File: src/rtl/fwd_hazard_unit_if.sv
// Bundle of EX/ID-stage signals shared between the pipeline and fwd_hazard_unit.
// All inputs are level signals sampled every cycle; there is no valid/ready handshake.
interface fwd_hazard_unit_if #(
  parameter int DW   = 32,
  parameter int AW   = 5,
  parameter int NSTG = 2
);
  logic [AW-1:0]      rs_addr_ex;
  logic [AW-1:0]      rt_addr_ex;
  logic [DW-1:0]      rs_data_ex;
  logic [DW-1:0]      rt_data_ex;
  logic [NSTG-1:0]    stg_wr_en;
  logic [NSTG*AW-1:0] stg_wr_addr;
  logic [NSTG*DW-1:0] stg_wr_data;
  logic               mem_read_ex;
  logic [AW-1:0]      wr_addr_ex;
  logic [AW-1:0]      rs_addr_id;
  logic [AW-1:0]      rt_addr_id;
  logic [DW-1:0]      opa;
  logic [DW-1:0]      opb;
  logic [NSTG:0]      fwd_sel_a;
  logic [NSTG:0]      fwd_sel_b;
  logic               stall;
  logic               flush_idex;
  logic               dbg_state;

  modport master (
    output rs_addr_ex, rt_addr_ex, rs_data_ex, rt_data_ex,
    output stg_wr_en, stg_wr_addr, stg_wr_data,
    output mem_read_ex, wr_addr_ex, rs_addr_id, rt_addr_id,
    input  opa, opb, fwd_sel_a, fwd_sel_b, stall, flush_idex, dbg_state
  );

  modport slave (
    input  rs_addr_ex, rt_addr_ex, rs_data_ex, rt_data_ex,
    input  stg_wr_en, stg_wr_addr, stg_wr_data,
    input  mem_read_ex, wr_addr_ex, rs_addr_id, rt_addr_id,
    output opa, opb, fwd_sel_a, fwd_sel_b, stall, flush_idex, dbg_state
  );
endinterface

File: src/rtl/fwd_hazard_unit.sv
// EX-stage operand forwarding plus load-use stall FSM for the pipelined MIPS core.
// Optional FWD_STATS_EN adds saturating forward/stall event counters.
module fwd_hazard_unit #(
  parameter int DW       = 32,
  parameter int AW       = 5,
  parameter int NSTG     = 2,
  parameter int LOAD_LAT = 1
) (
  input  logic            clk,
  input  logic            rst,
  fwd_hazard_unit_if.slave bus
`ifdef FWD_STATS_EN
  ,
  output logic [31:0]     fwd_cnt_a,
  output logic [31:0]     fwd_cnt_b,
  output logic [31:0]     stall_cnt
`endif
);

  localparam int CW = $clog2(LOAD_LAT) + 1;
  localparam logic [CW-1:0] CNT_INIT = (LOAD_LAT > 1) ? CW'(LOAD_LAT - 2) : '0;

  typedef enum logic {IDLE = 1'b0, STALL = 1'b1} state_t;

  state_t        state, state_nx;
  logic [CW-1:0] cnt, cnt_nx;
  logic          haz;
  logic          stall_c;
  logic [NSTG:0] sel_a, sel_b;
  logic [DW-1:0] opa_c, opb_c;

  // Scan oldest to nearest so the lowest matching stage overrides the rest.
  always_comb begin
    sel_a = (NSTG+1)'(1);
    sel_b = (NSTG+1)'(1);
    opa_c = bus.rs_data_ex;
    opb_c = bus.rt_data_ex;
    for (int i = NSTG - 1; i >= 0; i--) begin
      if (bus.stg_wr_en[i] && (bus.rs_addr_ex != '0) &&
          (bus.stg_wr_addr[i*AW +: AW] == bus.rs_addr_ex)) begin
        sel_a = (NSTG+1)'(1) << (i + 1);
        opa_c = bus.stg_wr_data[i*DW +: DW];
      end
      if (bus.stg_wr_en[i] && (bus.rt_addr_ex != '0) &&
          (bus.stg_wr_addr[i*AW +: AW] == bus.rt_addr_ex)) begin
        sel_b = (NSTG+1)'(1) << (i + 1);
        opb_c = bus.stg_wr_data[i*DW +: DW];
      end
    end
  end

  assign bus.opa       = opa_c;
  assign bus.opb       = opb_c;
  assign bus.fwd_sel_a = sel_a;
  assign bus.fwd_sel_b = sel_b;

  assign haz = bus.mem_read_ex && (bus.wr_addr_ex != '0) &&
               ((bus.wr_addr_ex == bus.rs_addr_id) || (bus.wr_addr_ex == bus.rt_addr_id));

  always_ff @(posedge clk) begin
    if (rst) begin
      state <= IDLE;
      cnt   <= '0;
    end else begin
      state <= state_nx;
      cnt   <= cnt_nx;
    end
  end

  // The IDLE detection cycle is the first stall cycle; STALL supplies the remaining LOAD_LAT-1.
  always_comb begin
    state_nx = state;
    cnt_nx   = cnt;
    stall_c  = 1'b0;
    case (state)
      IDLE: begin
        if (haz) begin
          stall_c = 1'b1;
          if (LOAD_LAT > 1) begin
            state_nx = STALL;
            cnt_nx   = CNT_INIT;
          end
        end
      end
      STALL: begin
        stall_c = 1'b1;
        if (cnt != '0) begin
          cnt_nx = cnt - CW'(1);
        end else begin
          state_nx = IDLE;
        end
      end
      default: state_nx = IDLE;
    endcase
  end

  assign bus.stall      = stall_c && !rst;
  assign bus.flush_idex = stall_c && !rst;
  assign bus.dbg_state  = state;

`ifdef FWD_STATS_EN
  always_ff @(posedge clk) begin
    if (rst) begin
      fwd_cnt_a <= '0;
      fwd_cnt_b <= '0;
      stall_cnt <= '0;
    end else begin
      if (!sel_a[0] && (fwd_cnt_a != 32'hFFFF_FFFF)) fwd_cnt_a <= fwd_cnt_a + 32'd1;
      if (!sel_b[0] && (fwd_cnt_b != 32'hFFFF_FFFF)) fwd_cnt_b <= fwd_cnt_b + 32'd1;
      if (stall_c && (stall_cnt != 32'hFFFF_FFFF))   stall_cnt <= stall_cnt + 32'd1;
    end
  end
`endif

endmodule
File: src/flat_wrapper.sv
// flat-port wrapper written by rule: the top's interface ports become plain ports
module fwd_hazard_unit_flat 
#(
  parameter int DW       = 32,
  parameter int AW       = 5,
  parameter int NSTG     = 2,
  parameter int LOAD_LAT = 1
)
  (clk, rst, bus_rs_addr_ex, bus_rt_addr_ex, bus_rs_data_ex, bus_rt_data_ex, bus_stg_wr_en, bus_stg_wr_addr, bus_stg_wr_data, bus_mem_read_ex, bus_wr_addr_ex, bus_rs_addr_id, bus_rt_addr_id, bus_opa, bus_opb, bus_fwd_sel_a, bus_fwd_sel_b, bus_stall, bus_flush_idex, bus_dbg_state);
  fwd_hazard_unit_if #(.DW(DW), .AW(AW), .NSTG(NSTG)) bus_i ();
  input  logic clk;
  input  logic rst;
  input wire logic [$bits(bus_i.rs_addr_ex)-1:0] bus_rs_addr_ex;
  input wire logic [$bits(bus_i.rt_addr_ex)-1:0] bus_rt_addr_ex;
  input wire logic [$bits(bus_i.rs_data_ex)-1:0] bus_rs_data_ex;
  input wire logic [$bits(bus_i.rt_data_ex)-1:0] bus_rt_data_ex;
  input wire logic [$bits(bus_i.stg_wr_en)-1:0] bus_stg_wr_en;
  input wire logic [$bits(bus_i.stg_wr_addr)-1:0] bus_stg_wr_addr;
  input wire logic [$bits(bus_i.stg_wr_data)-1:0] bus_stg_wr_data;
  input wire logic [$bits(bus_i.mem_read_ex)-1:0] bus_mem_read_ex;
  input wire logic [$bits(bus_i.wr_addr_ex)-1:0] bus_wr_addr_ex;
  input wire logic [$bits(bus_i.rs_addr_id)-1:0] bus_rs_addr_id;
  input wire logic [$bits(bus_i.rt_addr_id)-1:0] bus_rt_addr_id;
  output wire logic [$bits(bus_i.opa)-1:0] bus_opa;
  output wire logic [$bits(bus_i.opb)-1:0] bus_opb;
  output wire logic [$bits(bus_i.fwd_sel_a)-1:0] bus_fwd_sel_a;
  output wire logic [$bits(bus_i.fwd_sel_b)-1:0] bus_fwd_sel_b;
  output wire logic [$bits(bus_i.stall)-1:0] bus_stall;
  output wire logic [$bits(bus_i.flush_idex)-1:0] bus_flush_idex;
  output wire logic [$bits(bus_i.dbg_state)-1:0] bus_dbg_state;
  assign bus_i.rs_addr_ex = bus_rs_addr_ex;
  assign bus_i.rt_addr_ex = bus_rt_addr_ex;
  assign bus_i.rs_data_ex = bus_rs_data_ex;
  assign bus_i.rt_data_ex = bus_rt_data_ex;
  assign bus_i.stg_wr_en = bus_stg_wr_en;
  assign bus_i.stg_wr_addr = bus_stg_wr_addr;
  assign bus_i.stg_wr_data = bus_stg_wr_data;
  assign bus_i.mem_read_ex = bus_mem_read_ex;
  assign bus_i.wr_addr_ex = bus_wr_addr_ex;
  assign bus_i.rs_addr_id = bus_rs_addr_id;
  assign bus_i.rt_addr_id = bus_rt_addr_id;
  assign bus_opa = bus_i.opa;
  assign bus_opb = bus_i.opb;
  assign bus_fwd_sel_a = bus_i.fwd_sel_a;
  assign bus_fwd_sel_b = bus_i.fwd_sel_b;
  assign bus_stall = bus_i.stall;
  assign bus_flush_idex = bus_i.flush_idex;
  assign bus_dbg_state = bus_i.dbg_state;
  fwd_hazard_unit #(.DW(DW), .AW(AW), .NSTG(NSTG), .LOAD_LAT(LOAD_LAT)) u_core (.clk(clk), .rst(rst), .bus(bus_i));
endmodule
File: config.mk
export PLATFORM = sky130hd
export DESIGN_NAME = fwd_hazard_unit_flat
export DESIGN_NICKNAME = d
export VERILOG_FILES = /design/src/rtl/fwd_hazard_unit_if.sv /design/src/rtl/fwd_hazard_unit.sv /design/src/flat_wrapper.sv
export SDC_FILE = /design/constraint.sdc
export NUM_CORES = 1
export LEC_CHECK = 0
export CORE_AREA = 2 2 108 78
export DETAILED_ROUTE_END_ITERATION = 6
export DIE_AREA = 0 0 110 80
export PLACE_DENSITY = 0.82
export SLEW_MARGIN = 20
export SYNTH_ARGS = -nofsm -noshare
export SYNTH_HDL_FRONTEND = slang
export SYNTH_SLANG_ARGS = --single-unit
File: constraint.sdc
create_clock -name clk -period 2.45 [get_ports clk]
set_clock_uncertainty 0.2 [all_clocks]
set_input_delay 0.3675 -clock clk [delete_from_list [all_inputs] [get_ports clk]]
set_output_delay 0.3675 -clock clk [all_outputs]
set_load 0.02 [all_outputs]
# After elaboration in Yosys (flattened, before gate mapping)
# Cells that the tools add are included.
[totals]
register_bits = 2
latchBits = 0
ram_bits = 0
romBits = 0
inputBits = 168
out_inout_bits = 73
elab_cells = 39
mem_count = 0
[op_classes]
n_addsub = 1
n_mul = 0
div_mod_pow = 0
order_cmp = 0
eq_ne = 6
n_shift = 0
muxes = 12
n_bitwise = 1
reduce_logical = 17
[ops]
columns = ["operator", "n"]
rows = [
  ["32-bit two-way mux", 4],
  ["5-bit == test", 6],
  ["5-bit nonzero test", 3],
  ["3-bit two-way mux", 4],
  ["1-bit logical AND", 11],
  ["1-bit two-way mux", 3],
  ["1-bit one-hot mux with 2 select lines", 1],
  ["2-bit OR reduction", 1],
  ["1-bit zero test", 1],
  ["1-bit logical OR", 1],
  ["1-bit inverter", 1],
  ["1-bit subtractor (second input constant)", 1],
]

# Logic depth before layout (Yosys ltp)
# Gate-level depths: netlist of run 1.
[logic_depth]
depth_word = 6
ltp_mapped = 6
ltp_nobuf = 5

# Worst setup path before layout of run 1
# OpenSTA, ideal clock, no wires.
[synth_path]
path_type = "input to output"
start = "input port bus_rs_addr_ex[0]"
end = "output port bus_opa[23]"
t_arrival_ns = 1.863
required_time_ns = 1.882
slack_ns = 0.020
cell_stages = 6
path_buffers = 2
cell_sequence = "or4_4 o211ai_2 buf_6 buf_6 o21ai_0 a31oi_1"
[synth_between]
elab_chain_cells = 5
elab_cells_between_ends = 9
classes_between = "eq/ne: 2; mux: 2; reduce/logical: 5"
[synth_lines]
columns = ["element", "line_no", "source"]
rows = [
  ["from (decl)", "flat_wrapper.sv:13", "input wire logic [$bits(bus_i.rs_addr_ex)-1:0] bus_rs_addr_ex;"],
  ["5-bit nonzero test", "fwd_hazard_unit.sv:39", "if (bus.stg_wr_en[i] && (bus.rs_addr_ex != '0) &&"],
  ["1-bit logical AND (2 in series)", "fwd_hazard_unit.sv:39", ""],
  ["32-bit two-way mux", "fwd_hazard_unit.sv:39", ""],
  ["32-bit two-way mux *", "fwd_hazard_unit.sv:39", ""],
  ["to (decl)", "flat_wrapper.sv:24", "output wire logic [$bits(bus_i.opa)-1:0] bus_opa;"],
]
# Every way passes the cells marked *; elsewhere a longest branch is shown, timed or not.

# Worst setup path in the final report of run 1
[layout_path]
start = "input port bus_rs_addr_ex[3]"
end = "output port bus_opa[17]"
# The elaborated chain is that of the path after synthesis.

==> run summary, run 1 <==
The count of buffers added on input and output ports is 239. The run gives -353.3 ps as the final setup slack of the worst path. The run gives 0 as the number of failing hold endpoints at the final stage. The checks that failed: negative setup slack. The detailed placement HPWL is 10490 microns, and the count of nets left with antenna violations after detail routing is 0. The portion of synthesized area spent on multiplexers is 0%.

The worst min-delay path class was in2out. The worst hold path cell count was 4; the net count after synthesis was 565. In the finished design, the share of the clock period the worst path needs comes to 114.4%. The die is 110 microns wide. Relative to the synthesized area, the layout overhead comes to 187.4%. The type of the worst setup path is in2out. The count of routing violations after the opening detailed-route iteration was 853; the number of fillers in the final layout was 386.

At the end of routability-driven placement, the weighted congestion stood at 0.9659. For the total power, the log shows 1.460 mW. The run gives 0 as the number of pins with negative max-slew slack in the final report. For the worst setup path, the data required time is 1880 ps.

Most used standard cell by instance count after synthesis: sky130_fd_sc_hd__nor3_1. In this run the standard cell core region covers 7736 sq um. The post-synthesis xor/xnor area fraction is 11.53%, and the pin count of the biggest net entering global routing is 34. By area the synthesized netlist is led by sky130_fd_sc_hd__a31oi_1, sky130_fd_sc_hd__nor3_1, sky130_fd_sc_hd__o21ai_0, sky130_fd_sc_hd__xnor2_1, sky130_fd_sc_hd__or3_1.

The via count of the first global-routing pass was 4827; the via-per-instance ratio was 6.383. For the total number of nets in the final design, the log shows 864. Data arrival time of the critical path: 2240 ps. The pre-antenna-repair detailed-routing pass consisted of 5 iterations. Summing the areas of all and, or, nand and nor instances in the mapped netlist gives 35.58% of the synthesized area. The routed design has 20380 microns of wire.

Each instance of the synthesized netlist takes up on average 5.739 sq um. The compound-gate portion of the synthesized area works out to 34.93%. Across the whole layout, storage elements account for 0 sq um. The largest total area in the synthesized netlist belongs to sky130_fd_sc_hd__a31oi_1. Max-cap violations in this run came to 0. Number of rows created at floorplan: 27.

The power density over the cells was 222.9 nW/um^2; the overall overflow remaining after global route was 0. The top cell type by area accounts for 17.57% of the synthesized area. Clock period minus worst slack: 2803 ps. Summed over all cells, the static leakage comes to 2.589 nW. Sequential cells were found to cover 0% of the synthesized design area. Including well taps, the total number of placed cells is 747. The worst ir drop on vdd is 0.1819 mV.

By area, the combinational part of the netlist is dominated by simple AND/OR/NAND/NOR gates. The tools report the initial antenna violation count as 2. The run gives 8800 sq um as the floorplan die area. The tools report the count of boundary I/O pins as 241. The global-route wire length before repair is 25900 microns. The Yosys step of the flow raised 0 warnings. The run gives 69 as the total of endpoints with negative setup slack in the final report. For this run, the number of standard cells in the final layout without fillers is 796. The cell count after synthesis came out at 397.

Height of the die: 80 microns. STA classifies the critical path startpoint as an input port. The commonest cells after synthesis are sky130_fd_sc_hd__nor3_1, sky130_fd_sc_hd__a31oi_1, sky130_fd_sc_hd__o21ai_0. The initial utilization of the core area, before any placement, comes to 29.45%. Mean routed wirelength per cell: 25.61 microns.

The tools report the total global-route track usage as 38.30%. Highest achievable clock rate: 356.7 MHz. In this run the worst path has a maximum fanout of 5. The run finished, with violations left. The tools report the sequential cell count as 0. For the setup slack after placement, the log shows -991.2 ps. The mapped netlist covers 2278 sq um. The post-route netlist has 43.80% of its cells at a drive strength greater than 1. The hold buffer count at cts is 0, and the adder-cell share of the synthesized area is 0%. The run gives 0 as the detailed-route DRC error count.

STA classifies the critical path endpoint as an output port. Setup repair after global routing could not meet its margin everywhere. Detailed routing inserted a total of 5081 vias. The logs give 27 for the distinct cell type count after synthesis and 0 for the number of clock buffers in the layout.
## where the power goes
group | total [mW] | switching, mW | internal, mW
logic | 1.46 | 0.705 | 0.754
clock network | 0.0000000541 | 0 | 0.0000000541
registers | 0 | 0 | 0
total | 1.46 | 0.705 | 0.754
## through the flow
step | util, % | area [sq um] | hold slack, ps | TNS, ps
floorplan | - | 2278 | 715.1 | 0
global placement | 65.39 | 5059 | 1602 | -61800
detailed placement | 65.39 | 5059 | 1613 | -63310
CTS | 77.31 | 5981 | 1226 | -11720
global route | 84.62 | 6546 | 1250 | -17340
finish | 84.65 | 6549 | 1227 | -14410
## final timing paths
check / slack, ps / startpoint / endpoint
worst max-delay path: -350 / bus_rs_addr_ex[3] / bus_opa[17]
worst min-delay path: 1230 / bus_rt_data_ex[19] / bus_opb[19]
## logic make-up after synthesis
logic type      after synthesis
xor+xnor                     30
simple gates                147
buf+inv                      83
compound gates              136
other cells                   1
## what timing repair did
| action | in CTS | in global routing |
|---|---|---|
| pin swaps | 84 | 42 |
| cloned | 21 | 3 |
| endpoints found under the hold margin | 0 | 0 |
| resized for setup | 593 | 158 |
| endpoints found under the setup margin | 72 | 71 |
| buffers inserted | 27 | 9 |
## worst max-delay path, cell delays in order
cell and delay (ps):
sky130_fd_sc_hd__buf_6 90, sky130_fd_sc_hd__or4_4 570, sky130_fd_sc_hd__o211ai_4 220, sky130_fd_sc_hd__buf_6 150, sky130_fd_sc_hd__buf_4 120, sky130_fd_sc_hd__buf_12 110, sky130_fd_sc_hd__o21ai_1 130, sky130_fd_sc_hd__a31oi_4 300
sky130_fd_sc_hd__buf_6 160
## layout by cell type, fill, tap and decap left out, types with 7 or more instances in the layout
| cell type | Yosys | final |
|---|---|---|
| sky130_fd_sc_hd__a31oi_1 | 64 | 44 |
| sky130_fd_sc_hd__a31oi_2 | 0 | 8 |
| sky130_fd_sc_hd__a31oi_4 | 0 | 12 |
| sky130_fd_sc_hd__buf_12 | 0 | 16 |
| sky130_fd_sc_hd__buf_16 | 0 | 10 |
| sky130_fd_sc_hd__buf_2 | 7 | 11 |
| sky130_fd_sc_hd__buf_4 | 9 | 96 |
| sky130_fd_sc_hd__buf_6 | 6 | 45 |
| sky130_fd_sc_hd__buf_8 | 0 | 7 |
| sky130_fd_sc_hd__clkdlybuf4s50_1 | 0 | 145 |
| sky130_fd_sc_hd__dlygate4sd2_1 | 0 | 9 |
| sky130_fd_sc_hd__inv_1 | 32 | 32 |
| sky130_fd_sc_hd__nand3_1 | 34 | 34 |
| sky130_fd_sc_hd__nor3_1 | 66 | 35 |
| sky130_fd_sc_hd__nor3_2 | 2 | 16 |
| sky130_fd_sc_hd__nor3_4 | 0 | 17 |
| sky130_fd_sc_hd__o21ai_0 | 59 | 18 |
| sky130_fd_sc_hd__o21ai_1 | 6 | 22 |
| sky130_fd_sc_hd__o21ai_2 | 0 | 25 |
| sky130_fd_sc_hd__or3_1 | 32 | 19 |
| sky130_fd_sc_hd__or3_4 | 0 | 13 |
| sky130_fd_sc_hd__xnor2_1 | 24 | 15 |
## metal layers
metal	global-route usage, %	wire (microns)
met4	21.14	1403
met3	6.449	2658
met1	45.28	7030
met2	65.28	9291
met5	0	0
## area by class of cell
type                       instances  area, sq um  area share, %
timing repair buffer             346         3607          55.08
multi-input combinational        314         2683          40.96
inverter                          34        130.1          1.987
tap                              101        126.4          1.930
antenna                            1        2.502        0.03821
No activity file was read; power rests on OpenSTA's default activity.
==> run 2: changes to the inputs <==
CELL_PAD_IN_SITES_DETAIL_PLACEMENT = 0   (was unset)
CELL_PAD_IN_SITES_GLOBAL_PLACEMENT = 1   (was unset)
CORE_AREA = 2 2 138 100   (was 2 2 108 78)
DIE_AREA = 0 0 140 102   (was 0 0 110 80)
PLACE_DENSITY = 0.83   (was 0.82)
==> run summary, run 2 (synthesized netlist as in run 1, its figures left out) <==
The flow ran to the end, but the final reports show violations. The checks that failed: design-rule violations, negative setup slack. The number of failing hold endpoints at the final stage came out at 0. The worst setup path is captured at an output port. In the layout the commonest cells are sky130_fd_sc_hd__clkdlybuf4s50_1, sky130_fd_sc_hd__buf_4, sky130_fd_sc_hd__nor3_1, sky130_fd_sc_hd__a31oi_1, sky130_fd_sc_hd__nand3_1.

The final weighted congestion of routability-driven global placement is 0.9619, and the antenna diode count is 0. In this run the remaining antenna-violating nets after routing total 0. Type of the worst setup path: in2out. Registers take 0 sq um.

The worst min-delay path class was in2out. In this run, placement finished with an instance count of 806. Setup repair after global routing could not meet its margin everywhere. The logs give 1111 ps for the final-layout worst hold slack and 0 for the hold buffer count at cts. The worst path uses 110.8% of the clock period. The analysis attributes to cell leakage a power of 2.435 nW. The via-per-instance ratio was 5.180.

The first global-routing pass estimated 25050 microns of wire. The final setup slack of the worst path was -265.3 ps; the quantity of I/O buffers inserted on ports was 239. OpenSTA, run right after detailed placement, puts the worst setup slack at -980.2 ps. The pin count of the biggest net entering global routing is 33, and the total power is 1.384 mW. For the final standard cell area without fillers, the log shows 6147 sq um. The initial antenna violation count came out at 0.

The worst setup path is launched from an input port. The number of pins with negative max-slew slack in the final report was 0; the initial core utilization was 17.64%. The width of the die came out at 140 microns.

After the last flow step, the layout net total stands at 861. In this run the worst setup path terminates at bus_opb[19]. Peak fanout along the critical path: 5. The met3 capacity usage during global routing came out at 4.405%. The fraction of final layout cells sized beyond drive strength 1 is 33.57%, and the height of the die is 102 microns. The met1 usage in global routing is 28.83%, and the count of routing violations after the opening detailed-route iteration is 324. For this run, design rule violations remaining after detail routing come to 15.

Number of max-cap violations: 0. The most congested layer reported by global routing was met2. For the data arrival time of the critical path, the log shows 2150 ps. The worst ir drop on vdd is 0.1043 mV. The tools report the detailed placement HPWL as 11220 microns. The routed layout has 4439 vias.

The die covers 14280 sq um. The power density over the cells was 225.1 nW/um^2; the count of boundary I/O pins was 241. The highest achievable clock rate is 368.3 MHz, and the mean routed wirelength per cell is 21.00 microns. The design has 0 sequential cells. The total area inside the core boundary comes to 12920 sq um.

Setup violations remaining at the end of the flow were counted as 70. Once placement finished, the instance area stood at 5125 sq um. Global routing used 38.76% of the available met2 tracks. Global routing used 22.19% of the available tracks. Data on the critical path is required at its endpoint by 1880 ps. The final layout contains routed wiring with a total length of 17990 microns.

The clock period minus worst slack came out at 2715 ps. The area growth from synthesis to layout is 169.8%. The first detailed-routing pass took 7 iterations. The via count of the first global-routing pass came out at 4427. Global routing finished with a remaining overflow of 0. Row generation in the floorplan step produced 35 rows.

In the final timing run, aggregate negative setup slack is -14310 ps. For this run, the number of standard cells in the final layout without fillers is 857. In this run the worst setup path begins at bus_rt_addr_ex[1].

The library cell used most frequently in the layout, excluding fill and tap cells, is sky130_fd_sc_hd__clkdlybuf4s50_1. The core utilization of the finished layout was 47.58%; the number of clock buffers in the layout was 0.
==> run 2: cell count changes in the layout (fill, tap and decap cells not counted), moves of 10 or more <==
cell / before / now
sky130_fd_sc_hd__buf_12: 16 / 31
sky130_fd_sc_hd__a31oi_1: 44 / 60
sky130_fd_sc_hd__o21ai_0: 18 / 28
sky130_fd_sc_hd__o21ai_2: 25 / 12
sky130_fd_sc_hd__or3_1: 19 / 29
sky130_fd_sc_hd__nor3_1: 35 / 61
sky130_fd_sc_hd__buf_6: 45 / 33
sky130_fd_sc_hd__nor3_4: 17 / 1
sky130_fd_sc_hd__or3_4: 13 / 3
sky130_fd_sc_hd__nor3_2: 16 / 6
==> run 2: power by group <==
part	internal (mW)	leakage, nW	switching [mW]
Sequential	0	0	0
Clock	0	0	0
Combinational	0.762	2.44	0.621
==> run 2: worst max-delay path: stages <==
cell and delay (ps):
sky130_fd_sc_hd__buf_6 90, sky130_fd_sc_hd__or4_4 570, sky130_fd_sc_hd__buf_6 150, sky130_fd_sc_hd__o211ai_4 210, sky130_fd_sc_hd__buf_12 170, sky130_fd_sc_hd__buf_12 130, sky130_fd_sc_hd__nor3_1 50, sky130_fd_sc_hd__a31oi_1 210
sky130_fd_sc_hd__buf_4 180
==> run 2: metal layers <==
layer / part of all wire, % / vias up
met5: 0 / -
met4: 1.3 / 0
met3: 11 / 19
met2: 46 / 270
met1: 43 / 2082
li1: - / 2068
==> run 2: area by class of cell <==
| type | count | area, sq um |
|---|---|---|
| Fill cell | 1283 | 6771 |
| Multi-Input combinational cell | 314 | 2153 |
| Tap cell | 166 | 207.7 |
| Timing Repair Buffer | 343 | 3654 |
| Inverter | 34 | 132.6 |
==> run 2: worst min-delay path by stage <==
| stage | startpoint | to | slack (ps) | cells after the start |
|---|---|---|---|---|
| 2_1_floorplan | rst | bus_flush_idex | 720 | 3 |
| 3_3_place_gp | bus_rt_data_ex[25] | bus_opb[25] | 1610 | 4 |
| 3_5_place_dp | bus_rt_data_ex[21] | bus_opb[21] | 1610 | 4 |
| 4_1_cts | bus_rt_data_ex[21] | bus_opb[21] | 1240 | 4 |
| 5_1_grt | bus_wr_addr_ex[2] | bus_flush_idex | 1170 | 5 |
| 6_report | bus_wr_addr_ex[2] | bus_flush_idex | 1110 | 5 |
==> run 2: timing repair <==
item / 4_1_cts / 5_1_grt
setup endpoints to repair: 72 / 72
cloned: 9 / 7
gates resized for setup: 528 / 88
pin swaps: 62 / 37
setup buffers: 33 / 6
==> run 3: changes to the inputs <==
CORE_AREA = 2 2 116 118   (was 2 2 138 100)
DIE_AREA = 0 0 118 120   (was 0 0 140 102)
PLACE_DENSITY = 0.84   (was 0.83)
REMOVE_ABC_BUFFERS = 1   (was unset)
==> run summary, run 3 (synthesized netlist as in run 1, its figures left out) <==
The flow ran to the end, but the final reports show violations. The final reports fail on negative setup slack. Total power: 1.294 mW. For the number of max-cap violations, the log shows 0. After floorplanning, the core was divided into 42 placement rows. The signal on the critical path passes through buf_6 -> or4_4 -> o211ai_4 -> buf_6 -> buf_8 -> buf_16 -> buf_6 -> or3_1 -> a31oi_1 -> buf_4. The number of failing hold endpoints at the final stage is 0, and the clock period minus worst slack is 2718 ps. The run gives 0.6118 mW as the reported net switching power.

The initial core utilization is 17.55%. Category of the worst setup path launch point: an input port. The layout has 0 clock buffers. The final setup slack of the worst path was -268.0 ps.

STA puts the critical path data required time at 1880 ps. The floorplan step defined a die boundary enclosing 14160 sq um. Relative to the synthesized area, the layout overhead comes to 171.1%. The share of total power in combinational logic was 100.0%; the initial antenna violation count was 0. Entering global routing, the biggest net connects 33 pins. Across the VDD grid, the largest voltage drop is 0.1196 mV. At the end of routability-driven placement, the weighted congestion stood at 0.9101.

The detailed router placed 4442 vias in this run. The worst hold path passes through 4 cells. The width of the die was 118 microns; the tightest slew margin relative to the limit was 64.31%. The net switching share of the total power is 47.28%. Summing all non-filler instances in the final layout gives an area of 6176 sq um.

The sequential cell area was 0 sq um. Most common cell after layout, fill and taps aside: sky130_fd_sc_hd__clkdlybuf4s50_1. In the global route stage, met3 resource usage came out at 2.471%. Buffers inserted to repair hold after CTS numbered 0.

There are 0 flip-flops and latches. Fill cells in the final layout number 1264. Leaving out fill and tap cells, the most frequent cells in the layout are sky130_fd_sc_hd__clkdlybuf4s50_1, sky130_fd_sc_hd__buf_4, sky130_fd_sc_hd__a31oi_1, sky130_fd_sc_hd__buf_6, sky130_fd_sc_hd__nor3_1. For the total number of nets in the final design, the log shows 847. met2 is the most crowded layer. The run gives 0 as the overall overflow remaining after global route. Counting stages on the worst path, the most repeated cell is sky130_fd_sc_hd__buf_6. The repair_antennas step left the layout with diodes totalling 0. STA classifies the critical path endpoint as an output port. The worst min-delay path class was in2out. The run gives 0% as the sequential cell fraction of total power. The tools report the total placed cells including tap cells as 810. In this run, the number of DRC markers left after iteration 0 of detailed routing was 248. The slew of the pin with the lowest slew margin is 535.4 ps. The logs give 10970 microns for the detailed placement HPWL and 2479 sq um for the area used by multi-input combinational logic. The tools report the count of nets left with antenna violations after detail routing as 0. The peak fanout along the critical path was 7; the power density over the cells was 209.5 nW/um^2. The highest cell delay on the worst timing path was 570 ps; the mean routed wirelength per cell was 19.77 microns. The worst setup path is of the in2out kind. The tools report the detailed-route DRC error count as 0. The tools report the count of TritonRoute iterations in the first routing pass as 5. From bottom edge to top edge, the die measures 120 microns. For this run, the total global-route usage over all layers was measured as 21.15%. The area inside the core boundary is 12980 sq um. On the critical path, the stage with the largest delay is an instance of sky130_fd_sc_hd__or4_4. The internal cell power is 0.6823 mW, and the leakage power summed over all cells is 2.400 nW. Setup violations remaining at the end of the flow were counted as 69. In the final layout, the share of cells above drive strength 1 is 38.11%. Global-route wire length before repair: 24070 microns. For this design the top-level I/O count stands at 241.

The run gives 853 as the count of non-filler cells in the finished layout. Based on the critical path, the design can be clocked at up to 367.9 MHz. For met1 alone, demand over resource in global routing was 24.80%. The final-layout worst hold slack is 1231 ps, and the period utilization is 110.9%. For the number of pins with negative max-slew slack in the final report, the log shows 0. At the worst endpoint, the arrival time is 2150 ps. For the detailed-route wire length, the log shows 16870 microns. In the global route stage, met2 resource usage came out at 40.23%.

The quantity of I/O buffers inserted on ports was 239; the via count of the first global-routing pass was 4539. In this run, the clock network consumes 0% of the power. Via-per-instance ratio: 5.208. Setup repair after global routing could not meet its margin everywhere. In this run the cell area measured after placement is 5067 sq um.
-- run 3: changes by cell type in the layout (fill, tap and decap cells not counted), moves of 6 or more --
cell / before / now
sky130_fd_sc_hd__buf_12: 31 / 14
sky130_fd_sc_hd__buf_4: 96 / 85
sky130_fd_sc_hd__buf_6: 33 / 42
sky130_fd_sc_hd__a31oi_1: 60 / 53
sky130_fd_sc_hd__xnor2_2: 3 / 9
sky130_fd_sc_hd__a31oi_4: 3 / 9
sky130_fd_sc_hd__nor3_1: 61 / 41
sky130_fd_sc_hd__nor3_4: 1 / 16
-- run 3: path summary, 6_finish.rpt --
kind | endpoint | startpoint
worst max-delay path | bus_opa[23] | bus_rs_addr_ex[0]
worst min-delay path | bus_opb[21] | bus_rt_data_ex[21]
-- run 3: what timing repair did --
action	4_1_cts	5_1_grt
hold endpoints to repair	0	0
resized for setup	543	149
endpoints found under the setup margin	72	70
pin swaps	45	66
buffers inserted	27	10
cloned	7	3
-- run 3: critical path: cells and delay by family --
kind	cells	cell delay, ps
AO/OA/AOI/OAI	2	350
AND/OR/NAND/NOR	2	670
buffers and inverters	6	750
-- run 3: layout make-up --
type	instances	share of cell area, %
inverter	34	2.188
multi-input combinational	314	40.13
tap	176	3.566
timing repair buffer	329	54.11
-- run 3: power groups by stage --
| stage | logic, mW | clock network [mW] | registers, mW |
|---|---|---|---|
| after floorplan | 0.347 | 0 | 0 |
| after global placement | 0.989 | 0 | 0 |
| after detailed placement | 0.997 | 0 | 0 |
| after CTS | 1.14 | 0 | 0 |
| after global routing | 1.35 | 0 | 0 |
| final | 1.29 | 0 | 0 |
-- run 3: stage by stage --
stage               util, %  setup WS (ps)  TNS (ps)
finish                47.58         -268.0    -10370
global placement      39.04         -970.3    -60940
detailed placement    39.04          -1011    -62870
CTS                   42.19         -247.0     -9309
global route          47.58         -304.4    -13060
floorplan                 -          -1039    -56580
-- run 3: layer usage --
| metal | part of all wire [%] | vias up |
|---|---|---|
| met2 | 52 | 238 |
| li1 | - | 2041 |
| met3 | 6.9 | 48 |
| met5 | 0 | - |
| met1 | 38 | 2115 |
| met4 | 3.0 | 0 |
